===== config.mk =====
export PLATFORM = sky130hd
export DESIGN_NAME = calc_sequencer_flat
export DESIGN_NICKNAME = d
export VERILOG_FILES = /design/src/rtl/calc_sequencer_if.sv /design/src/rtl/calc_sequencer.sv /design/src/flat_wrapper.sv
export SDC_FILE = /design/constraint.sdc
export NUM_CORES = 1
export LEC_CHECK = 0
export BUFFER_PORTS_ARGS = -buffer_cell sky130_fd_sc_hd__buf_2
export CAP_MARGIN = 20
export CELL_PAD_IN_SITES_DETAIL_PLACEMENT = 0
export CELL_PAD_IN_SITES_GLOBAL_PLACEMENT = 1
export CORE_MARGIN = 3
export CORE_UTILIZATION = 40
export CTS_CLUSTER_DIAMETER = 200
export DETAILED_ROUTE_END_ITERATION = 8
export GPL_TIMING_DRIVEN = 0
export HOLD_SLACK_MARGIN = 0.15
export PLACE_DENSITY = 0.83
export SETUP_SLACK_MARGIN = 0.1
export SYNTH_ARGS = -nofsm -noshare
export SYNTH_HDL_FRONTEND = slang
export SYNTH_SLANG_ARGS = --single-unit

===== constraint.sdc =====
create_clock -name clk -period 2.07 [get_ports clk]
set_clock_uncertainty 0.15 [all_clocks]
set_input_delay 0.1035 -clock clk [delete_from_list [all_inputs] [get_ports clk]]
set_output_delay 0.1035 -clock clk [all_outputs]
set_load 0.005 [all_outputs]

===== src/rtl/calc_sequencer_if.sv =====
// Handshake bundle between the calculator sequencer (master) and the
// button/ALU/datapath side (slave).
interface calc_sequencer_if;
    logic       button;
    logic [1:0] op_sel;
    logic       alu_done;
    logic       save_A;
    logic       save_B;
    logic [1:0] op_q;
    logic       alu_start;
    logic       show_result;
    logic       error;
    logic [2:0] state_dbg;

    modport master (
        input  button, op_sel, alu_done,
        output save_A, save_B, op_q, alu_start, show_result, error, state_dbg
    );

    modport slave (
        output button, op_sel, alu_done,
        input  save_A, save_B, op_q, alu_start, show_result, error, state_dbg
    );
endinterface


===== src/rtl/calc_sequencer.sv =====
// Single-button calculator sequencer: operand capture, ALU start, result or error display.
// Optional macro DEBOUNCE_EN adds a stability filter in front of the press edge detector.
module calc_sequencer #(
    parameter int TIMEOUT_CYCLES  = 1000,
    parameter int ALU_MAX_CYCLES  = 64,
    parameter int DEBOUNCE_CYCLES = 16
) (
    input  logic              clk,
    input  logic              rst,
    calc_sequencer_if.master  bus
);
    localparam logic [2:0] S_IDLE    = 3'd0;
    localparam logic [2:0] S_WAIT_B  = 3'd1;
    localparam logic [2:0] S_WAIT_GO = 3'd2;
    localparam logic [2:0] S_BUSY    = 3'd3;
    localparam logic [2:0] S_SHOW    = 3'd4;
    localparam logic [2:0] S_ERR     = 3'd5;

    localparam int TMO_W = $clog2(TIMEOUT_CYCLES);
    localparam int WDG_W = $clog2(ALU_MAX_CYCLES);

    if (TIMEOUT_CYCLES < 2 || ALU_MAX_CYCLES < 2 || DEBOUNCE_CYCLES < 1) begin : g_param_check
        $error("calc_sequencer: parameter out of range");
    end

    logic             btn;
    logic             button_q;
    logic             press;
    logic [2:0]       state;
    logic [2:0]       state_nx;
    logic [TMO_W-1:0] tmo_cnt;
    logic [WDG_W-1:0] wdg_cnt;
    logic             tmo_exp;
    logic             wdg_exp;
    logic             save_a_c;
    logic             save_b_c;
    logic             start_c;
    logic [1:0]       op_q;

`ifdef DEBOUNCE_EN
    localparam int DB_W = (DEBOUNCE_CYCLES > 1) ? $clog2(DEBOUNCE_CYCLES) : 1;
    logic            filt;
    logic [DB_W-1:0] db_cnt;

    // The filtered level only follows the button after DEBOUNCE_CYCLES consecutive disagreeing samples.
    always_ff @(posedge clk) begin
        if (rst) begin
            filt   <= 1'b1;
            db_cnt <= '0;
        end else if (bus.button == filt) begin
            db_cnt <= '0;
        end else if (db_cnt == DB_W'(DEBOUNCE_CYCLES - 1)) begin
            filt   <= bus.button;
            db_cnt <= '0;
        end else begin
            db_cnt <= db_cnt + 1'b1;
        end
    end

    assign btn = filt;
`else
    assign btn = bus.button;
`endif

    assign press   = btn & ~button_q;
    assign tmo_exp = (tmo_cnt == TMO_W'(TIMEOUT_CYCLES - 1));
    assign wdg_exp = (wdg_cnt == WDG_W'(ALU_MAX_CYCLES - 1));

    always_comb begin
        state_nx = state;
        save_a_c = 1'b0;
        save_b_c = 1'b0;
        start_c  = 1'b0;
        case (state)
            S_IDLE: begin
                if (press) begin
                    save_a_c = 1'b1;
                    state_nx = S_WAIT_B;
                end
            end
            S_WAIT_B: begin
                if (press) begin
                    save_b_c = 1'b1;
                    state_nx = S_WAIT_GO;
                end else if (tmo_exp) begin
                    state_nx = S_IDLE;
                end
            end
            S_WAIT_GO: begin
                if (press) begin
                    start_c  = 1'b1;
                    state_nx = S_BUSY;
                end else if (tmo_exp) begin
                    state_nx = S_IDLE;
                end
            end
            S_BUSY: begin
                if (bus.alu_done)  state_nx = S_SHOW;
                else if (wdg_exp)  state_nx = S_ERR;
            end
            S_SHOW, S_ERR: begin
                // Leaving SHOW/ERR consumes the press; it never doubles as operand A.
                if (press) state_nx = S_IDLE;
            end
            default: state_nx = S_IDLE;
        endcase
    end

    always_ff @(posedge clk) begin
        if (rst) begin
            state    <= S_IDLE;
            button_q <= 1'b1;
            tmo_cnt  <= '0;
            wdg_cnt  <= '0;
            op_q     <= 2'd0;
        end else begin
            state    <= state_nx;
            button_q <= btn;
            if (save_b_c) op_q <= bus.op_sel;

            if (state_nx != state || press)
                tmo_cnt <= '0;
            else if ((state == S_WAIT_B || state == S_WAIT_GO) && !tmo_exp)
                tmo_cnt <= tmo_cnt + 1'b1;

            if (state_nx != state)
                wdg_cnt <= '0;
            else if (state == S_BUSY && !wdg_exp)
                wdg_cnt <= wdg_cnt + 1'b1;
        end
    end

    // Pulses are suppressed while rst is high so an aborted cycle emits nothing.
    assign bus.save_A      = save_a_c & ~rst;
    assign bus.save_B      = save_b_c & ~rst;
    assign bus.alu_start   = start_c  & ~rst;
    assign bus.op_q        = op_q;
    assign bus.show_result = (state == S_SHOW);
    assign bus.error       = (state == S_ERR);
    assign bus.state_dbg   = state;
endmodule


===== src/flat_wrapper.sv =====
// flat-port wrapper written by rule: the top's interface ports become plain ports
module calc_sequencer_flat 
#(
    parameter int TIMEOUT_CYCLES  = 1000,
    parameter int ALU_MAX_CYCLES  = 64,
    parameter int DEBOUNCE_CYCLES = 16
)
  (clk, rst, bus_button, bus_op_sel, bus_alu_done, bus_save_A, bus_save_B, bus_op_q, bus_alu_start, bus_show_result, bus_error, bus_state_dbg);
  calc_sequencer_if bus_i ();
  input  logic clk;
  input  logic rst;
  input wire logic [$bits(bus_i.button)-1:0] bus_button;
  input wire logic [$bits(bus_i.op_sel)-1:0] bus_op_sel;
  input wire logic [$bits(bus_i.alu_done)-1:0] bus_alu_done;
  output wire logic [$bits(bus_i.save_A)-1:0] bus_save_A;
  output wire logic [$bits(bus_i.save_B)-1:0] bus_save_B;
  output wire logic [$bits(bus_i.op_q)-1:0] bus_op_q;
  output wire logic [$bits(bus_i.alu_start)-1:0] bus_alu_start;
  output wire logic [$bits(bus_i.show_result)-1:0] bus_show_result;
  output wire logic [$bits(bus_i.error)-1:0] bus_error;
  output wire logic [$bits(bus_i.state_dbg)-1:0] bus_state_dbg;
  assign bus_i.button = bus_button;
  assign bus_i.op_sel = bus_op_sel;
  assign bus_i.alu_done = bus_alu_done;
  assign bus_save_A = bus_i.save_A;
  assign bus_save_B = bus_i.save_B;
  assign bus_op_q = bus_i.op_q;
  assign bus_alu_start = bus_i.alu_start;
  assign bus_show_result = bus_i.show_result;
  assign bus_error = bus_i.error;
  assign bus_state_dbg = bus_i.state_dbg;
  calc_sequencer #(.TIMEOUT_CYCLES(TIMEOUT_CYCLES), .ALU_MAX_CYCLES(ALU_MAX_CYCLES), .DEBOUNCE_CYCLES(DEBOUNCE_CYCLES)) u_core (.clk(clk), .rst(rst), .bus(bus_i));
endmodule

==> flow_summary.toml, run 1 <==
[critical_path]
worstPathRequired_ns = 2.13
r2r-end = "u_core.wdg_cnt[5]"
endpoint = "u_core.wdg_cnt[5]"
worstPathBufferInverterCount = 1
crit_path_start_kind = "register"
cp.arrival_ns = 1.92
r2r-start = "u_core.tmo_cnt[0]"
max_stage_delay_ns = 0.41
worstPathMaxFanout = 6
cp_slowest_cell = "dfxtp_2"
rrSetupSlack_ns = 0.21
path_cells = "ha_2, nand2b_1, nor4_2, o221ai_2, o211ai_1, buf_4, nor2_1"
worstSetupPathType = "reg2reg"
worstSetupEndpointType = "register"
path_depth = 7
reg2reg_depth = 7
crit_path_start = "u_core.tmo_cnt[0]"
cpLargestDelayFamily = "simple AND/OR/NAND/NOR gates"

[power_and_ir_drop]
switching_share_pct = 23.5
p_seq_share_pct = 63.1
combPwrFrac_pct = 8.4
power.internal_uw = 520
clockPowerShare_pct = 28.5
ir_drop_v = 0.000451
power_leakage_nw = 0.490
p_sw_uw = 159
power.density_nw_per_um2 = 484

[place]
post-place-cells = 178
place.port_buffers = 14
dp_hpwl_um = 1740
placed_area_um2 = 1270
gp_congestion = 0.797

[final_layout]
layout_commonest_cell = "dfxtp_1"
final_cell_mix = "dfxtp_1, nor2_1, buf_2"
n_fill_cell = 237
finalNonFillerCells = 189
antenna_cells = 0
area_delta_synth_final_pct = 20.5
final_cell_area_um2 = 1410
nNetsFinal = 169
fin_util_pct = 53.8
drive_above_1_share_pct = 22.6

[global_route]
gr-total-overflow = 0
antenna_found_initial = 0
grt_pass1_vias = 1010
grt_first_pass_wirelength_um = 4280
grt_max_degree = 12
grt_usage_pct = 15.6

[logic_synthesis]
synthCells = 134
syn_area_per_cell_um2 = 8.70
synth_top_area_cell = "dfxtp_1"
synthTopCellsByArea = "dfxtp_1, nor2_1, xnor2_1"
synth_nets = 142
synthDominantCellAreaShare_pct = 37.8
synth_seq_cells = 22
synth.distinct_cells = 38
syn_area_um2 = 1170
yosys_warnings = 0
synth_seq_area_share_pct = 37.8

[floorplan]
row_count = 18
start_util_pct = 44.6
die_y_um = 60.0
fp.dieW_um = 60.0
core-area_um2 = 2610
io_pins = 16
dieArea_um2 = 3600

[clocking]
cts-root-buf = "clkbuf_4"
clk_path_buf_depth = 2
h-tree-depth = 1
cts_tree = "yes"
path_clk_slew_ns = 0.12
cts_buffers = 3
clkLatencyLatePin_ns = 0.30
numClockSinks = 22

[sta]
rsz0062_at_grt = "no"
fmax_ghz = 0.537
post-route-min-period_ns = 1.86
setup_tns_ns = 0
finalMaxSlewViolations = 0
finalHoldViolCount = 0
slew_headroom_pct = 64.5
setup_viol = 0
finalCritPeriodShare_pct = 90.0
tightest_slew_ns = 0.525

[route]
num_vias = 1030
wl_per_cell_um = 12.9
drt_iter0_markers = 29
wl_um = 2440
drt_pass1_iterations = 4
avgViaCountPerCell = 5.45
drc = 0
ant_nets = 0

[status]
status = "complete, no violations"

[run]
maxCapViolCount = 0

[min_path]
hold_class = "reg2reg"
[synthesized netlist by cell type]
cell type and count:
or2_1 1, nor4b_1 2, and2_1 1, or2_0 1, ha_1 2, nand3b_1 1, nor2_1 19, clkbuf_1 4
a21o_1 1, nor2_4 1, dfxtp_1 22, nand2_1 6, a31oi_2 1, nor2b_1 3, a311o_1 1, and3_1 1
nand3_1 4, a21oi_1 6, xor2_1 6, a31o_2 1, a311oi_1 1, or2_2 1, nand4_1 5, o211ai_1 3
o21a_1 1, o22ai_1 1, o21ai_0 3, xnor2_1 8, nor3_4 1, o2111ai_2 1, nand4b_1 1, buf_2 2
nor4_1 5, nor3_1 4, nand2b_1 6, nor3b_1 2, mux2i_1 4, o221ai_1 1
[stage by stage]
stage	hold slack, ns	total power, mW	setup WS (ns)
after floorplan	0.0573	0.467	0.229
final	0.362	0.680	0.207
after global routing	0.404	0.712	0.106
after global placement	0.165	0.481	-0.0988
after detailed placement	0.165	0.481	-0.124
after CTS	0.366	0.692	0.121
[kinds of logic after synthesis]
group	synth area share [%]
DFF	37.8
and+or+nand+nor	30.9
muxes	3.43
adders and majority gates	2.15
AOI/OAI and AO/OA	13.1
xor gates and xnor gates	10.5
buffers and inverters	2.15
[state kept, by name, summed over array words and instances, names as in the netlist]
signal / flops
u_core.bus.op_q: 2
u_core.bus.state_dbg: 3
u_core.button_q: 1
u_core.tmo_cnt: 10
u_core.wdg_cnt: 6
[layer usage]
metal | vias up | track usage [%] | share of wire (%) | wire length, um
li1 | 536 | - | - | -
met1 | 469 | 19.3 | 48 | 1170
met2 | 21 | 26.2 | 47 | 1160
met3 | 4 | 4.97 | 3.5 | 86
met4 | 0 | 3.80 | 1.2 | 29
met5 | - | 0 | 0 | 0
[area by class of cell]
class                           count  area, um^2  area share (%)
Buffer                              6        26.3            1.87
Multi-Input combinational cell    106         733            52.2
Timing Repair Buffer               22         143            10.2
Clock buffer                        3        22.5            1.60
Sequential cell                    22         443            31.5
Tap cell                           30        37.5            2.67
[power by group through the flow]
| stage | registers [mW] | clock network, mW | logic (mW) |
|---|---|---|---|
| 2_1_floorplan | 0.437 | 0 | 0.0303 |
| 3_3_place_gp | 0.438 | 0 | 0.0430 |
| 3_5_place_dp | 0.438 | 0 | 0.0436 |
| 4_1_cts | 0.428 | 0.207 | 0.0559 |
| 5_1_grt | 0.429 | 0.220 | 0.0628 |
| 6_report | 0.429 | 0.194 | 0.0571 |
[worst min-delay path by stage]
stage | from | to | cells past startpoint
floorplan | bus_button | u_core.button_q | 1
global placement | bus_button | u_core.button_q | 2
detailed placement | bus_button | u_core.button_q | 2
CTS | bus_button | u_core.button_q | 3
global route | u_core.tmo_cnt[1] | u_core.tmo_cnt[1] | 2
finish | u_core.bus.op_q[1] | u_core.bus.op_q[1] | 2
[worst reg2reg max path, stage by stage, from the launching register on]
cell and delay, ns:
dfxtp_2 0.41, ha_2 0.25, nand2b_1 0.14, nor4_2 0.29
o221ai_2 0.17, o211ai_1 0.13, buf_4 0.17, nor2_1 0.05
[repair_timing]
item                                   in CTS  in global routing
gates resized for setup                     4                  6
hold buffers                                5                  0
pin swaps                                   2                  0
setup endpoints to repair                  16                 16
endpoints found under the hold margin       6                  0
buffers inserted                            3                  0
Note: power is estimated with default switching activity, not from simulation.
==> run 2: changes to the inputs <==
BUFFER_PORTS_ARGS = -buffer_cell sky130_fd_sc_hd__buf_4   (was -buffer_cell sky130_fd_sc_hd__buf_2)
==> run 2 against run 1 <==
Effect of this change: register-to-register slack hardly changed; power grew 9.2%; worst setup slack got worse by 0.0055 ns; non-clock buffer count rose by 1; utilization increased by 3.4 points; critical path type unchanged; largest power group unchanged; highest routed layer unchanged.
==> flow_summary.toml, run 2 (synthesis results as in run 1) <==
[critical_path]
rrSetupSlack_ns = 0.20
worstSetupPathType = "reg2reg"
cp.arrival_ns = 1.98
worstPathRequired_ns = 2.18
worstSetupEndpointType = "register"
endpoint = "u_core.tmo_cnt[9]"
crit_path_start = "u_core.wdg_cnt[0]"
worstPathMaxFanout = 6
r2r-start = "u_core.wdg_cnt[0]"
crit_path_start_kind = "register"
reg2reg_depth = 5
r2r-end = "u_core.tmo_cnt[9]"

[final_layout]
final_cell_mix = "dfxtp_1, nor2_1, buf_4"
largest_reg_flops = 10
area_delta_synth_final_pct = 28.2
n_fill_cell = 247
nNetsFinal = 171
fin_util_pct = 57.2
antenna_cells = 0
layout_commonest_cell = "dfxtp_1"
top_register = "u_core.tmo_cnt"
drive_above_1_share_pct = 24.7

[clocking]
h-tree-depth = 1
path_clk_slew_ns = 0.13
numClockSinks = 22
clk_path_buf_depth = 2
cts_tree = "yes"
cts-root-buf = "clkbuf_4"
clkLatencyLatePin_ns = 0.32
cts_buffers = 3

[floorplan]
dieArea_um2 = 3600
die_y_um = 60.0
start_util_pct = 44.6
row_count = 18
io_pins = 16
core-area_um2 = 2610
fp.dieW_um = 60.0

[sta]
finalMaxSlewViolations = 0
setup_viol = 0
fin_ws_ns = 0.201
finalHoldViolCount = 0
finalCritPeriodShare_pct = 90.3
post-route-min-period_ns = 1.87
slew_headroom_pct = 63.5
rsz0062_at_grt = "yes"
tightest_slew_ns = 0.540
fmax_ghz = 0.535

[route]
drt_pass1_iterations = 4
ant_nets = 0
num_vias = 1082
wl_per_cell_um = 14.6
drc = 0
avgViaCountPerCell = 5.64
drt_iter0_markers = 33
wl_um = 2810

[place]
gp_congestion = 0.843
place.port_buffers = 14
dp_hpwl_um = 1790
preCtsSetupSlack_ns = -0.111

[global_route]
grt_pass1_vias = 1051
grt_first_pass_wirelength_um = 4720
antenna_found_initial = 0
grt_usage_pct = 17.1
grt_max_degree = 13
gr-total-overflow = 0

[power_and_ir_drop]
power_leakage_nw = 0.512
ir_drop_v = 0.000301
power.density_nw_per_um2 = 496

[status]
status = "complete, no violations"

[run]
maxCapViolCount = 0

[min_path]
hold_class = "reg2reg"
worstHoldPathCells = 2
run 2: cell count changes in the layout (fill, tap and decap cells not counted):
| cell | delta |
|---|---|
| a21oi_4 | +1 |
| nand2b_1 | -1 |
| buf_4 | +15 |
| nand2b_2 | +1 |
| nor4_2 | -1 |
| nor4_4 | +1 |
| a21oi_2 | -1 |
| o2111ai_2 | +1 |
| buf_2 | -14 |
| clkbuf_8 | +1 |
run 2: repair_timing:
action                                  4_1_cts  5_1_grt
cloned                                        0        1
setup buffers                                 3        1
endpoints found under the hold margin         6        0
gates resized for setup                       4        9
pin swaps                                     2        3
hold buffers                                  5        0
endpoints found under the setup margin       16       16
run 2: report_power, final:
group	total (mW)	switching (mW)	internal, mW
sequential	0.428	0.00244	0.426
clock	0.248	0.140	0.108
combinational	0.0658	0.0350	0.0308
run 2: cell type report:
type / count / area, um^2 / share of cell area, %
multi-input cells: 107 / 767 / 51.3
clock buffers: 4 / 36.3 / 2.43
well taps: 30 / 37.5 / 2.51
repair buffers: 23 / 185 / 12.4
plain buffers: 6 / 26.3 / 1.76
flip-flops and latches: 22 / 443 / 29.6
run 2: through the flow:
step / TNS (ns) / cell area (um^2) / std cells / hold WS [ns] / total power, mW
5_1_grt: 0 / 1500 / 192 / 0.401 / 0.773
2_1_floorplan: 0 / 1170 / 134 / 0.0573 / 0.467
6_report: 0 / 1500 / 192 / 0.365 / 0.742
3_3_place_gp: -1.37 / 1310 / 178 / 0.158 / 0.483
3_5_place_dp: -1.61 / 1310 / 178 / 0.159 / 0.484
4_1_cts: 0 / 1440 / 190 / 0.373 / 0.740
run 2: metal layers:
metal / share of wire, % / vias up / track usage (%)
li1: - / 540 / -
met1: 46 / 512 / 22.3
met2: 50 / 25 / 28.1
met3: 3.0 / 5 / 2.16
met4: 1.4 / 0 / 7.59
met5: 0 / - / 0
run 2: worst min path at each step:
stage	startpoint	end	slack (ns)
floorplan	bus_button	u_core.button_q	0.06
global placement	bus_button	u_core.button_q	0.16
detailed placement	bus_button	u_core.button_q	0.16
CTS	bus_button	u_core.button_q	0.37
global route	bus_button	u_core.button_q	0.40
finish	u_core.bus.op_q[0]	u_core.bus.op_q[0]	0.37
run 2: worst max-delay path, cell delays in order, from the launching register on:
cell and delay [ns]:
dfxtp_1 0.37, ha_1 0.28, a31o_2 0.29, o221ai_2 0.29, o2111ai_2 0.26, nor2_1 0.16
